==> config.mk <==
export PLATFORM = sky130hd
export DESIGN_NAME = lsu_mem_unit
export DESIGN_NICKNAME = d
export VERILOG_FILES = /design/src/rtl/lsu_mem_unit.sv
export SDC_FILE = /design/constraint.sdc
export NUM_CORES = 1
export LEC_CHECK = 0
export CORE_MARGIN = 5
export CORE_UTILIZATION = 40
export CTS_BUF_LIST = sky130_fd_sc_hd__clkbuf_2
export DETAILED_ROUTE_END_ITERATION = 8
export PLACE_DENSITY = 0.68
export SLEW_MARGIN = 20
export SYNTH_ARGS = -nofsm -noshare
export SYNTH_HDL_FRONTEND = slang
export SYNTH_SLANG_ARGS = --single-unit
==> constraint.sdc <==
create_clock -name clk -period 2.9 [get_ports clk]
set_clock_uncertainty 0.1 [all_clocks]
set_input_delay 0.29 -clock clk [delete_from_list [all_inputs] [get_ports clk]]
set_output_delay 0.29 -clock clk [all_outputs]
set_load 0.1 [all_outputs]
==> src/rtl/lsu_mem_unit.sv <==
`default_nettype none
// ============================================================================
// Module   : lsu_mem_unit
// Brief    : Handshaked multi-cycle load/store unit between execute stage and
//            the data-memory port. B/H/W/D accesses, sign/zero-extending
//            loads, byte-masked stores, misalignment check, WAIT timeout.
// Revision : 1.0 - initial release
// ============================================================================
module lsu_mem_unit #(
  parameter int XLEN    = 64,
  parameter int ADDR_W  = 64,
  parameter int TIMEOUT = 255
) (
  input  logic              clk,
  input  logic              rst_n,
  input  logic              req_valid,
  output logic              req_ready,
  input  logic              req_we,
  input  logic [1:0]        req_size,
  input  logic              req_unsigned,
  input  logic [ADDR_W-1:0] req_addr,
  input  logic [XLEN-1:0]   req_wdata,
  output logic              resp_valid,
  input  logic              resp_ready,
  output logic [XLEN-1:0]   resp_rdata,
  output logic              resp_err,
  output logic              mem_req_valid,
  input  logic              mem_req_ready,
  output logic              mem_we,
  output logic [ADDR_W-1:0] mem_addr,
  output logic [XLEN-1:0]   mem_wdata,
  output logic [XLEN/8-1:0] mem_wmask,
  input  logic              mem_rvalid,
  input  logic [XLEN-1:0]   mem_rdata
);

  localparam int c_nb    = XLEN / 8;
  localparam int c_off_w = $clog2(c_nb);
  localparam int c_cnt_w = (TIMEOUT > 1) ? $clog2(TIMEOUT + 1) : 1;
  localparam logic [c_cnt_w-1:0] c_timeout = c_cnt_w'(TIMEOUT);
  localparam bit c_to_en  = (TIMEOUT != 0);
  localparam bit c_has_d  = (XLEN == 64);

  localparam logic [1:0] c_idle = 2'd0;
  localparam logic [1:0] c_req  = 2'd1;
  localparam logic [1:0] c_wait = 2'd2;
  localparam logic [1:0] c_resp = 2'd3;

  logic [1:0]         r_state;
  logic               r_we;
  logic [1:0]         r_size;
  logic               r_unsigned;
  logic [c_off_w-1:0] r_off;
  logic [ADDR_W-1:0]  r_mem_addr;
  logic [XLEN-1:0]    r_mem_wdata;
  logic [c_nb-1:0]    r_mem_wmask;
  logic [XLEN-1:0]    r_rdata;
  logic               r_err;
  logic [c_cnt_w-1:0] r_cnt;

  logic               w_misaligned;
  logic               w_illegal;
  logic [7:0]         w_len_mask;
  logic [c_nb-1:0]    w_wmask;
  logic [XLEN-1:0]    w_shifted;
  logic [XLEN-1:0]    w_load;
  logic [c_cnt_w-1:0] w_cnt_next;

  // Request legality and store byte-lane mask, decoded from the incoming request
  always_comb begin
    w_misaligned = 1'b0;
    w_len_mask   = 8'h00;
    case (req_size)
      2'd0: begin w_misaligned = 1'b0;             w_len_mask = 8'h01; end
      2'd1: begin w_misaligned = req_addr[0];      w_len_mask = 8'h03; end
      2'd2: begin w_misaligned = |req_addr[1:0];   w_len_mask = 8'h0F; end
      default: begin w_misaligned = |req_addr[2:0]; w_len_mask = 8'hFF; end
    endcase
    // A doubleword request is only legal when the datapath is 64 bits wide
    w_illegal = w_misaligned | ((req_size == 2'd3) & ~c_has_d);
    w_wmask   = c_nb'(w_len_mask) << req_addr[c_off_w-1:0];
  end

  // Load data extraction: shift the addressed lane down, then truncate and extend
  always_comb begin
    w_shifted = mem_rdata >> {r_off, 3'b000};
    w_load    = w_shifted;
    case (r_size)
      2'd0: w_load = r_unsigned ? XLEN'(w_shifted[7:0])  : XLEN'($signed(w_shifted[7:0]));
      2'd1: w_load = r_unsigned ? XLEN'(w_shifted[15:0]) : XLEN'($signed(w_shifted[15:0]));
      // On a 32-bit datapath both arms are identical, so req_unsigned has no effect
      2'd2: w_load = r_unsigned ? XLEN'(w_shifted[31:0]) : XLEN'($signed(w_shifted[31:0]));
      default: w_load = w_shifted;
    endcase
    w_cnt_next = r_cnt + c_cnt_w'(1);
  end

  // Control FSM with latched request fields and registered memory/response outputs
  always_ff @(posedge clk or negedge rst_n) begin
    if (!rst_n) begin
      r_state     <= c_idle;
      r_we        <= 1'b0;
      r_size      <= 2'd0;
      r_unsigned  <= 1'b0;
      r_off       <= '0;
      r_mem_addr  <= '0;
      r_mem_wdata <= '0;
      r_mem_wmask <= '0;
      r_rdata     <= '0;
      r_err       <= 1'b0;
      r_cnt       <= '0;
    end else begin
      case (r_state)
        c_idle: begin
          if (req_valid) begin
            r_we        <= req_we;
            r_size      <= req_size;
            r_unsigned  <= req_unsigned;
            r_off       <= req_addr[c_off_w-1:0];
            r_mem_addr  <= {req_addr[ADDR_W-1:c_off_w], {c_off_w{1'b0}}};
            r_mem_wdata <= req_wdata << {req_addr[c_off_w-1:0], 3'b000};
            r_mem_wmask <= w_wmask;
            r_rdata     <= '0;
            r_err       <= w_illegal;
            r_state     <= w_illegal ? c_resp : c_req;
          end
        end
        c_req: begin
          if (mem_req_ready) begin
            // A store is complete once the memory accepts it
            if (r_we) begin
              r_state <= c_resp;
            end else begin
              r_cnt   <= '0;
              r_state <= c_wait;
            end
          end
        end
        c_wait: begin
          // Data arriving on the timeout cycle still wins
          if (mem_rvalid) begin
            r_rdata <= w_load;
            r_err   <= 1'b0;
            r_state <= c_resp;
          end else begin
            r_cnt <= w_cnt_next;
            if (c_to_en && (w_cnt_next == c_timeout)) begin
              r_rdata <= '0;
              r_err   <= 1'b1;
              r_state <= c_resp;
            end
          end
        end
        c_resp: begin
          if (resp_ready) begin
            r_state <= c_idle;
          end
        end
        default: r_state <= c_idle;
      endcase
    end
  end

  // Handshake outputs decoded from state so they drop with an asynchronous reset
  assign req_ready     = rst_n & (r_state == c_idle);
  assign mem_req_valid = (r_state == c_req);
  assign mem_we        = (r_state == c_req) & r_we;
  assign resp_valid    = (r_state == c_resp);
  assign resp_rdata    = r_rdata;
  assign resp_err      = r_err;
  assign mem_addr      = r_mem_addr;
  assign mem_wdata     = r_mem_wdata;
  assign mem_wmask     = r_mem_wmask;

endmodule
`default_nettype wire

Word level (Yosys, flattened, before mapping)
Index checks and enable logic that the tools add are counted.

$add $sub $neg: 1. Eq/ne operators: 14. Shift-type cells: 3. Multiplexer cells: 26. Bitwise gates (word level): 2. Reductions and logical operators: 11.

Operator list (count): 64-bit 2-to-1 mux (6); 64-bit one-hot mux with 3 select lines (1); 64-bit one-hot mux with 2 select lines (1); 64-bit by 6-bit left shift with 64-bit output (1); 64-bit by 6-bit >> shifter with 64-bit output (1); 8-bit 2-to-1 mux (3); 8-bit one-hot mux with 3 select lines (1); 8-bit one-hot mux with 2 select lines (1); 2-bit 2-to-1 mux (6); 8-bit by 1-bit adder with 8-bit output, second input constant (1); 2-bit equality test, second input constant (4); 8-bit equality test, second input constant (1); 2-bit one-hot mux with 4 select lines (1); 4-bit AND reduction (2); 8-bit by 3-bit left shift with 8-bit output (1); 2-bit by 1-bit equality test with 1-bit output, second input constant (3); 2-bit logical NOT (3); 2-bit != test, second input constant (3); 1-bit 2-to-1 mux (4); 2-bit by 1-bit != test with 1-bit output, second input constant (2); 2-bit nonzero test (2); 3-bit != test, second input constant (1); 1-bit one-hot mux with 3 select lines (1); 3-bit AND reduction (1); 5 further kinds (6).

Register bits: 215. Input bits: 202. Output and inout bits: 205. Logic and storage cells: 68.

Depth between registers and ports, before layout
Word-level depth: 5. Mapped depth: 9.

Worst setup path after synthesis
No wires, ideal clock.

Path type: register -> register. From: reg r_state[1]. To: reg r_state[0]. Library setup time: 0.079 ns. Data arrival time: 2.448 ns. Required time: 2.721 ns. Path slack: 0.272 ns. Stages on the path, launching flop included: 7. Buffers on the path: 0. Cell sequence: dfrtp_1 > inv_1 > ha_1 > nand2_1 > inv_1 > o41ai_1 > a2bb2oi_1.

Longest elaborated chain between the ends: 3. Elaborated cells on any way between the ends: 10. Classes of those cells: eq/ne: 7; mux: 1; reduce/logical: 2.

Ends and longest elaborated chain: from (decl) (RTL line 49) `logic [1:0] r_state;`; from (signal assigned) (RTL line 101) `r_state <= c_idle;`; from (signal assigned) (RTL line 125) `r_state <= w_illegal ? c_resp : c_req;`; from (signal assigned) (RTL line 132) `r_state <= c_resp;`; 2-bit by 1-bit equality test with 1-bit output (*); net mem_req_valid (RTL line 27) `output logic mem_req_valid,`; 2-bit by 1-bit != test with 1-bit output (no line); 4-bit AND reduction (no line).

Mark *: on every way through the listed nets, which the timed path passes. The rest lies on a longest branch. A chain may end at the register's enable or synchronous reset.

Worst setup path after layout
From: reg r_state[0]. To: out req_ready.

Longest elaborated chain between the ends: 2.

Ends and longest elaborated chain: 2-bit logical NOT (RTL line 165) `assign req_ready = rst_n & (r_state == c_idle);`; 1-bit bitwise AND (RTL line 165); to (decl) (RTL line 17) `output logic req_ready,`.

No other way between the ends.

==> impl_metrics.yaml <==
detailed_routing:
  dr.pass1.iters: 5
  drtAntennaViolNets: 0
  drtIter0Drc: 589
  vias_per_cell: 5.452
  wl_per_cell_um: 21.50
  route.vias.total: 10860
  drc: 0
  routed_wl_mm: 42.83
global_route:
  grt_max_degree: 79
  grt_pass1_vias: 11260
  antenna_found_initial: 3
  grt.total_usage: 0.2507
  grt.overflow.total: 0
  grt_pass1_wl_mm: 65.74
clocking:
  clockRootBuffer: "clkbuf_2"
  h-tree-depth: 2
  cts_tree: "done"
  numCtsBuffers: 60
  cts_sinks: 215
  cts_setup_buffers: 0
  clock_latency_ps: 820
  clkTransAtPathRegs_ps: 110
  cts_buffer_depth: 3
logic_synthesis:
  syn_avg_cell_area_um2: 10.87
  async_flop_share: 1.000
  synth_seq_cells: 215
  synth_most_common_cell: "dfrtp_1"
  ys_warn_count: 0
  yosys-top-cells-area: "dfrtp_1, mux2_2, mux4_2"
  netlist_instances: 1078
  ys.flop_type: "dfrtp_1"
  synth_top_cell_area_share: 0.4591
  ys_types: 54
  synth_top_cell_by_area: "dfrtp_1"
  syn_area_um2: 11720
  seq_area_frac_synth: 0.4591
  synth-edff-count: 0
  yosys-top-cells-count: "dfrtp_1, nand2_1, o21ai_0, mux2_2, mux2i_1"
timing:
  max_freq_mhz: 391.6
  finalSetupTns_ps: 0
  setup_violations: 0
  relSlewSlack: 0.5482
  period_needed_ps: 2554
  slew_violations: 0
  tightest_slew_ps: 676.2
  fin_ws_ps: 346.3
  period_share: 0.8806
  rsz0062_at_grt: "no"
  hold_viol: 0
floorplan:
  die_area_um2: 32820
  core.rowCount: 62
  ios: 407
  core_um2: 28780
  initial_core_util: 0.4072
  die_w_um: 181.2
  die_h_um: 181.2
layout:
  nets: 1769
  filler_cell_count: 2470
  finalNonFillerCells: 1992
  drive_above_1_share: 0.2966
  area_delta_synth_final_pct: 44.50
  post-route-util: 0.5884
setup_path:
  cp-end-kind: "output port"
  cpPeakStageDelay_ps: 440
  cp-start-kind: "register"
  worstPathCellList: "inv_1 > ha_1 > and2_1 > buf_4"
  cp_data_arrival_time_ps: 2160
  cp_max_fo: 5
  cp_slowest_cell: "dfrtp_1"
  required_ps: 2510
  crit_type: "register to output port"
run_status:
  status: "complete, no violations"
min_path:
  hold_path.class: "primary input to register"
placement:
  placedCellCount: 1811
  globalplace.congestion: 0.9331
  portBuffers: 403
  dp_hpwl_mm: 31.46
  dp_worst_setup_slack_ps: 217.9
job:
  cap_violations: 0
==> path summary, 6_finish.rpt <==
check | startpoint | to | slack [ps] | depth (start not counted)
worst max-delay path | r_state[0]$_DFFE_PN0P_ | req_ready | 350 | 4
worst min-delay path | req_wdata[4] | mem_wdata[4]$_DFFE_PN0P_ | 120 | 2
worst max register to register | r_off[0]$_DFFE_PN0P_ | resp_rdata[59]$_DFFE_PN0P_ | 370 | 7
worst min register to register | mem_wdata[61]$_DFFE_PN0P_ | mem_wdata[61]$_DFFE_PN0P_ | 390 | 2
max in group asynchronous | rst_n | resp_rdata[45]$_DFFE_PN0P_ | 1560 | 4
min in group asynchronous | rst_n | mem_addr[14]$_DFFE_PN0P_ | 510 | 4
==> what timing repair did <==
| action | 4_1_cts | 5_1_grt |
|---|---|---|
| endpoints found under the hold margin | 297 | 0 |
| gates resized for setup | 0 | 0 |
| hold buffers | 71 | 0 |
==> final cells by class <==
| type | count | area (um^2) | share of cell area |
|---|---|---|---|
| Multi-Input combinational cell | 761 | 5902 | 0.3485 |
| Sequential cell | 215 | 5383 | 0.3179 |
| Timing Repair Buffer | 513 | 4604 | 0.2719 |
| Tap cell | 384 | 480.5 | 0.02837 |
| Clock buffer | 92 | 460.4 | 0.02719 |
| Clock inverter | 15 | 62.56 | 0.003694 |
| Inverter | 9 | 33.78 | 0.001995 |
| Antenna cell | 3 | 7.507 | 0.0004433 |
==> critical path: cells and delay by family, from the launching register on <==
kind                       cells  cell delay, ps
buffers and inverters          2             440
DFF                            1             440
adders and majority gates      1             300
and+or+nand+nor                1             160
==> placed cells by master, fill, tap and decap left out, types with 59 or more instances in the layout <==
cell type	instances
a21oi_1	59
buf_4	237
clkbuf_2	92
clkdlybuf4s50_1	197
dfrtp_1	213
dlygate4sd3_1	70
mux2_2	84
mux2i_1	78
nand2_1	123
o21ai_0	119
==> layer usage <==
| metal | part of all wire | GRT usage |
|---|---|---|
| met4 | 0.031 | 0.08646 |
| met2 | 0.50 | 0.4316 |
| met5 | 0.00026 | 0 |
| met3 | 0.093 | 0.08727 |
| met1 | 0.38 | 0.2916 |
==> registers in the layout, indices dropped and copies added, names as in the netlist, 2 cells and up <==
register    count
mem_wdata      64
resp_rdata     64
mem_addr       61
mem_wmask       8
r_cnt           8
r_off           3
r_size          2
r_state         2
==> stage by stage <==
step / area [um^2] / hold slack [ps]
after CTS: 16930 / 3.374
after detailed placement: 15680 / 144.1
after global routing: 16930 / 40.89
final: 16930 / 119.8
after floorplan: 11730 / -105.6
after global placement: 15680 / 141.6
==> cells by family after synthesis <==
family          count (synthesis)  synth area share
compound gates                335            0.1866
flops                         215            0.4591
simple gates                  211           0.08147
mux                           202            0.2242
buf+inv                       104           0.03854
fa+ha+maj                       7          0.007474
xor+xnor                        3          0.002243
other cells                     1         0.0003200
Power is not shown: default switching activity piles up to over one toggle a cycle in this logic, so the estimate is an artifact.
==> variant 1: new RTL, config.mk and constraints unchanged <==
Set the parameter `TIMEOUT` to 510 (it was 255).
--- a/src/rtl/lsu_mem_unit.sv
+++ b/src/rtl/lsu_mem_unit.sv
@@ -11,3 +11,3 @@
   parameter int ADDR_W  = 64,
-  parameter int TIMEOUT = 255
+  parameter int TIMEOUT = 510
 ) (
Function: same outputs for any inputs over 4 cycles, from zero or initial values and one cycle with rst_n low; that may be too few to reach the edited logic, so the function may still have changed.
==> variant 1 against the unedited design <==
- count of clock-buffer cells in the layout is 3 higher
- final area is 0.16% higher
- synthesized cell count decreased by 0.74%
- global-route usage increased by 0.58 points
- worst setup slack got worse by 0.086 ns
- synthesized area hardly changed
- worst hold slack lost 0.029 ns
- sequential share of layout area increased by 0.098 points
- sequential cell count up 1
- routed wire length rose by 1.3%
- critical path type is now reg2reg
Power is not shown: default switching activity piles up to over one toggle a cycle in this logic, so the estimate is an artifact.
==> variant 1: results (changes against the unedited design) <==
INFO  metric placed_cells = 1803 (was 1811)
INFO  metric clk-insertion-delay-late = 0.86 ns (was 0.82 ns)
INFO  metric first_global_vias = 11.53k (was 11.26k)
INFO  metric grt_antenna_before_repair = 9 (was 3)
INFO  metric regToRegStartpoint = r_cnt[0] (was r_off[0])
INFO  metric drtIter0Drc = 708 (was 589)
INFO  metric numCtsBuffers = 59 (was 60)
INFO  metric post_dp_cell_area = 15640 sq um (was 15680 sq um)
INFO  metric worst_slack = 0.2601 ns (was 0.3463 ns)
INFO  metric place.gp.congestion = 0.9213 (was 0.9331)
INFO  metric timing.slew.headroom = 51.98% (was 54.82%)
INFO  metric syn_avg_cell_area = 10.95 sq um (was 10.87 sq um)
INFO  metric maximum_fanout_along_the_worst_path = 65 (was 5)
INFO  metric yosys-top-cells-area = sky130_fd_sc_hd__dfrtp_1 (46%), sky130_fd_sc_hd__mux2_2 (9.5%), sky130_fd_sc_hd__mux2i_1 (7.1%) (was sky130_fd_sc_hd__dfrtp_1 (46%), sky130_fd_sc_hd__mux2_2 (8.1%), sky130_fd_sc_hd__mux4_2 (7.5%))
INFO  metric placement.setup.worst_slack = 0.07602 ns (was 0.2179 ns)
INFO  metric maximum_number_of_pins_on_one_net_before_global_route_repair = 126 (was 79)
INFO  metric critical_path.reg2reg.endpoint = resp_rdata[6] (was resp_rdata[59])
INFO  metric rr_worst_depth = 8 (was 7)
INFO  metric outcome = completed (unchanged)
INFO  metric yosysSeqAreaShare = 46.13% (was 45.91%)
INFO  metric grt_pass1_wl = 66.90 mm (was 65.74 mm)
INFO  metric vias_per_cell = 5.457 (was 5.452)
INFO  metric synth.lib_cells_used.distinct = 49 (was 54)
INFO  metric place.detailed.hpwl = 32.15 mm (was 31.46 mm)
INFO  metric final_layout_size_suffix_gt1_share = 30.44% (was 29.66%)
INFO  metric drt-wirelength-per-cell = 21.83 microns (was 21.50 microns)
INFO  metric synth_commonest_cells = sky130_fd_sc_hd__dfrtp_1 (216), sky130_fd_sc_hd__o21ai_0 (117), sky130_fd_sc_hd__nand2_1 (103) (was sky130_fd_sc_hd__dfrtp_1 (215), sky130_fd_sc_hd__nand2_1 (124), sky130_fd_sc_hd__o21ai_0 (119))
INFO  metric synth_async_sr_flop_share = 100.0% (unchanged)
INFO  metric grt.total_usage = 25.65% (was 25.07%)
INFO  metric fillers = 2444 (was 2470)
INFO  metric post_layout_nonfiller_instances = 1988 (was 1992)
-- variant 1: cell count changes in the layout (fill, tap and decap cells not counted), sizes merged, moves of 5 or more --
cell / delta
mux2: +15
o31ai: -7
nor2b: +5
a22o: +6
nor2: +10
nand2: -21
mux4: -9
a22oi: +7
and2: +10
nand2b: -10
a21o: -6
a21oi: -6
-- variant 1: final cells by class --
cell class              count  area (sq um)  area share, %
diodes                      4         10.01        0.05902
clock buffers              95         475.5          2.803
clock inverters            12         77.57         0.4574
inverters                  11         41.29         0.2435
multi-input cells         754          5851          34.50
flip-flops and latches    216          5408          31.88
well taps                 384         480.5          2.833
repair buffers            512          4617          27.22
-- variant 1: kinds of logic after synthesis --
family	synth area share, %
mux	22.37
simple gates	7.625
other cells	0.03201
flops	46.13
buf+inv	4.058
fa+ha+maj	0.7475
compound gates	19.03
-- variant 1: worst max-delay path by stage --
stage	startpoint	to	depth (start not counted)
2_1_floorplan	r_state[1]	mem_we	4
3_3_place_gp	mem_rdata[63]	resp_rdata[62]	7
3_5_place_dp	mem_rdata[63]	resp_rdata[51]	7
4_1_cts	r_cnt[0]	resp_rdata[38]	8
5_1_grt	r_state[0]	r_cnt[7]	8
6_report	r_cnt[0]	resp_rdata[6]	8
-- variant 1: per-layer routing --
metal	global-route usage (%)	part of all wire [%]
met1	29.05	36
met3	9.833	10
met5	0	0.15
met2	43.84	50
met4	9.967	3.8
-- variant 1: repair_timing --
item                                   in CTS  in global routing
hold buffers                               74                  0
endpoints found under the hold margin     309                  0
resized for setup                           0                  0
-- variant 1: worst max-delay path: cells and delay by family (launching register included) --
family | cells | cell delay, ns
AND/OR/NAND/NOR | 1 | 0.20
adder cells (fa/ha/maj) | 1 | 0.30
buffers and inverters | 1 | 0.26
flip-flops | 1 | 0.45
AO/OA/AOI/OAI | 4 | 0.91
multiplexers | 1 | 0.30
-- variant 1: per-stage QoR --
stage	hold slack, ns	util (%)
after floorplan	-0.1056	-
after global placement	0.1196	54.34
after detailed placement	0.1204	54.34
after CTS	0.001159	58.89
after global routing	0.002481	58.93
final	0.09039	58.93
==> variant 2: new RTL, same settings <==
Made on the original files. Put one more register stage on the output `resp_err`, without a reset. The value now appears one clock later. The other outputs are not delayed to match.
--- a/src/rtl/lsu_mem_unit.sv
+++ b/src/rtl/lsu_mem_unit.sv
@@ -169,3 +169,5 @@
   assign resp_rdata    = r_rdata;
-  assign resp_err      = r_err;
+  always_ff @(posedge clk) begin
+    resp_err <= r_err;
+  end
   assign mem_addr      = r_mem_addr;
Check against the original RTL: not equivalent (a bounded check fails within 4 cycles, from zero or initial values and one cycle with rst_n low).
==> variant 2 against the unedited design <==
- first-iteration DRC count increased by 17%
- via count decreased by 0.29%
- sequential cell count increased by 1
- global-route usage decreased by 0.29 points
- synthesized area increased by 0.17%
- worst setup slack improved by 0.010 ns
- die area increased by 0.16%
- core utilization about the same
- final area increased by 0.18%
- routed wire length decreased by 2.1%
- largest cell class unchanged
Power is not shown: default switching activity piles up to over one toggle a cycle in this logic, so the estimate is an artifact.
==> variant 2: results (changes against the unedited design) <==
INFO  metric grt.total_usage = 24.78% (was 25.07%)
INFO  metric synthCells = 1079 (was 1078)
INFO  metric synth_top_family_by_area = multiplexers (unchanged)
INFO  metric synth-compound-area-share = 18.63% (was 18.66%)
INFO  metric synth.lib_cells_used.distinct = 55 (was 54)
INFO  metric met2RoutedLength = 20.34 mm (was 21.34 mm)
INFO  metric yosys.area_share.adder = 0.7461% (was 0.7474%)
INFO  metric yosys-top-cells-area = sky130_fd_sc_hd__dfrtp_1 (46%), sky130_fd_sc_hd__mux2_2 (8.1%), sky130_fd_sc_hd__mux4_2 (7.5%) (unchanged)
INFO  metric grt.met1_usage = 29.28% (was 29.16%)
INFO  metric vias_per_cell = 5.442 (was 5.452)
INFO  metric post_dp_cell_area = 15680 sq um (about the same)
INFO  metric grt_pass1_wl = 64.95 mm (was 65.74 mm)
INFO  metric critPathSlowestCell = sky130_fd_sc_hd__dfrtp_1 (unchanged)
INFO  metric outcome = completed (unchanged)
INFO  metric place.detailed.hpwl = 30.66 mm (was 31.46 mm)
INFO  metric groute.layer.met2.usage = 41.23% (was 43.16%)
INFO  metric synth_mux_area_share = 22.38% (was 22.42%)
INFO  metric drtIter0Drc = 692 (was 589)
INFO  metric detail_route.first_pass.iterations = 5 (unchanged)
INFO  metric xor_and_xnor_fraction_of_the_mapped_netlist_area = 0.2238% (was 0.2242%)
INFO  metric numCtsBuffers = 59 (was 60)
INFO  metric synth_async_sr_flop_share = 99.54% (was 100.0%)
INFO  metric final_layout_size_suffix_gt1_share = 29.53% (was 29.66%)
INFO  metric met3WireLength = 4.005 mm (was 3.984 mm)
INFO  metric cts.repair_timing.setup_buffer_count = 0 (unchanged)
INFO  metric yosysSeqAreaShare = 46.00% (was 45.91%)
INFO  metric place.gp.congestion = 0.9357 (was 0.9331)
INFO  metric maximum_number_of_pins_on_one_net_before_global_route_repair = 102 (was 79)
INFO  metric wirelength_met1 = 15.69 mm (was 16.17 mm)
INFO  metric gr-usage-met3 = 8.124% (was 8.727%)
INFO  metric grt_antenna_before_repair = 6 (was 3)
INFO  metric postRouteWirelength = 41.93 mm (was 42.83 mm)
INFO  metric vias = 10.83k (was 10.86k)
INFO  metric timing.slew.headroom = 52.02% (was 54.82%)
INFO  metric placed_cells = 1808 (was 1811)
INFO  metric hold_class = in2reg (unchanged)
INFO  metric clk-insertion-delay-late = 0.89 ns (was 0.82 ns)
INFO  metric placement.setup.worst_slack = 0.2626 ns (was 0.2179 ns)
INFO  metric maxUsedRoutingLayer = met5 (unchanged)
variant 2: final timing paths:
| check | start | cells after the start | endpoint | slack (ns) |
|---|---|---|---|---|
| worst min register to register | r_err | 0 | resp_err | 0.30 |
| worst max register to register | r_off[1] | 7 | resp_rdata[60] | 0.48 |
| worst min-delay path | mem_rdata[62] | 3 | resp_rdata[62] | 0.08 |
| max in group asynchronous | rst_n | 4 | mem_addr[14] | 1.59 |
| min in group asynchronous | rst_n | 4 | r_off[2] | 0.42 |
| worst max-delay path | r_state[0] | 4 | req_ready | 0.36 |
variant 2: layout make-up:
cell class | count | area, sq um
fillers | 2551 | 11890
multi-input cells | 761 | 5908
flip-flops and latches | 216 | 5403
repair buffers | 508 | 4577
well taps | 384 | 480.5
clock buffers | 88 | 440.4
clock inverters | 20 | 112.6
inverters | 9 | 33.78
diodes | 4 | 10.01
variant 2: what timing repair did:
item	4_1_cts	5_1_grt
endpoints found under the hold margin	301	0
hold buffers	70	0
endpoints found under the setup margin	0	0
gates resized for setup	0	0
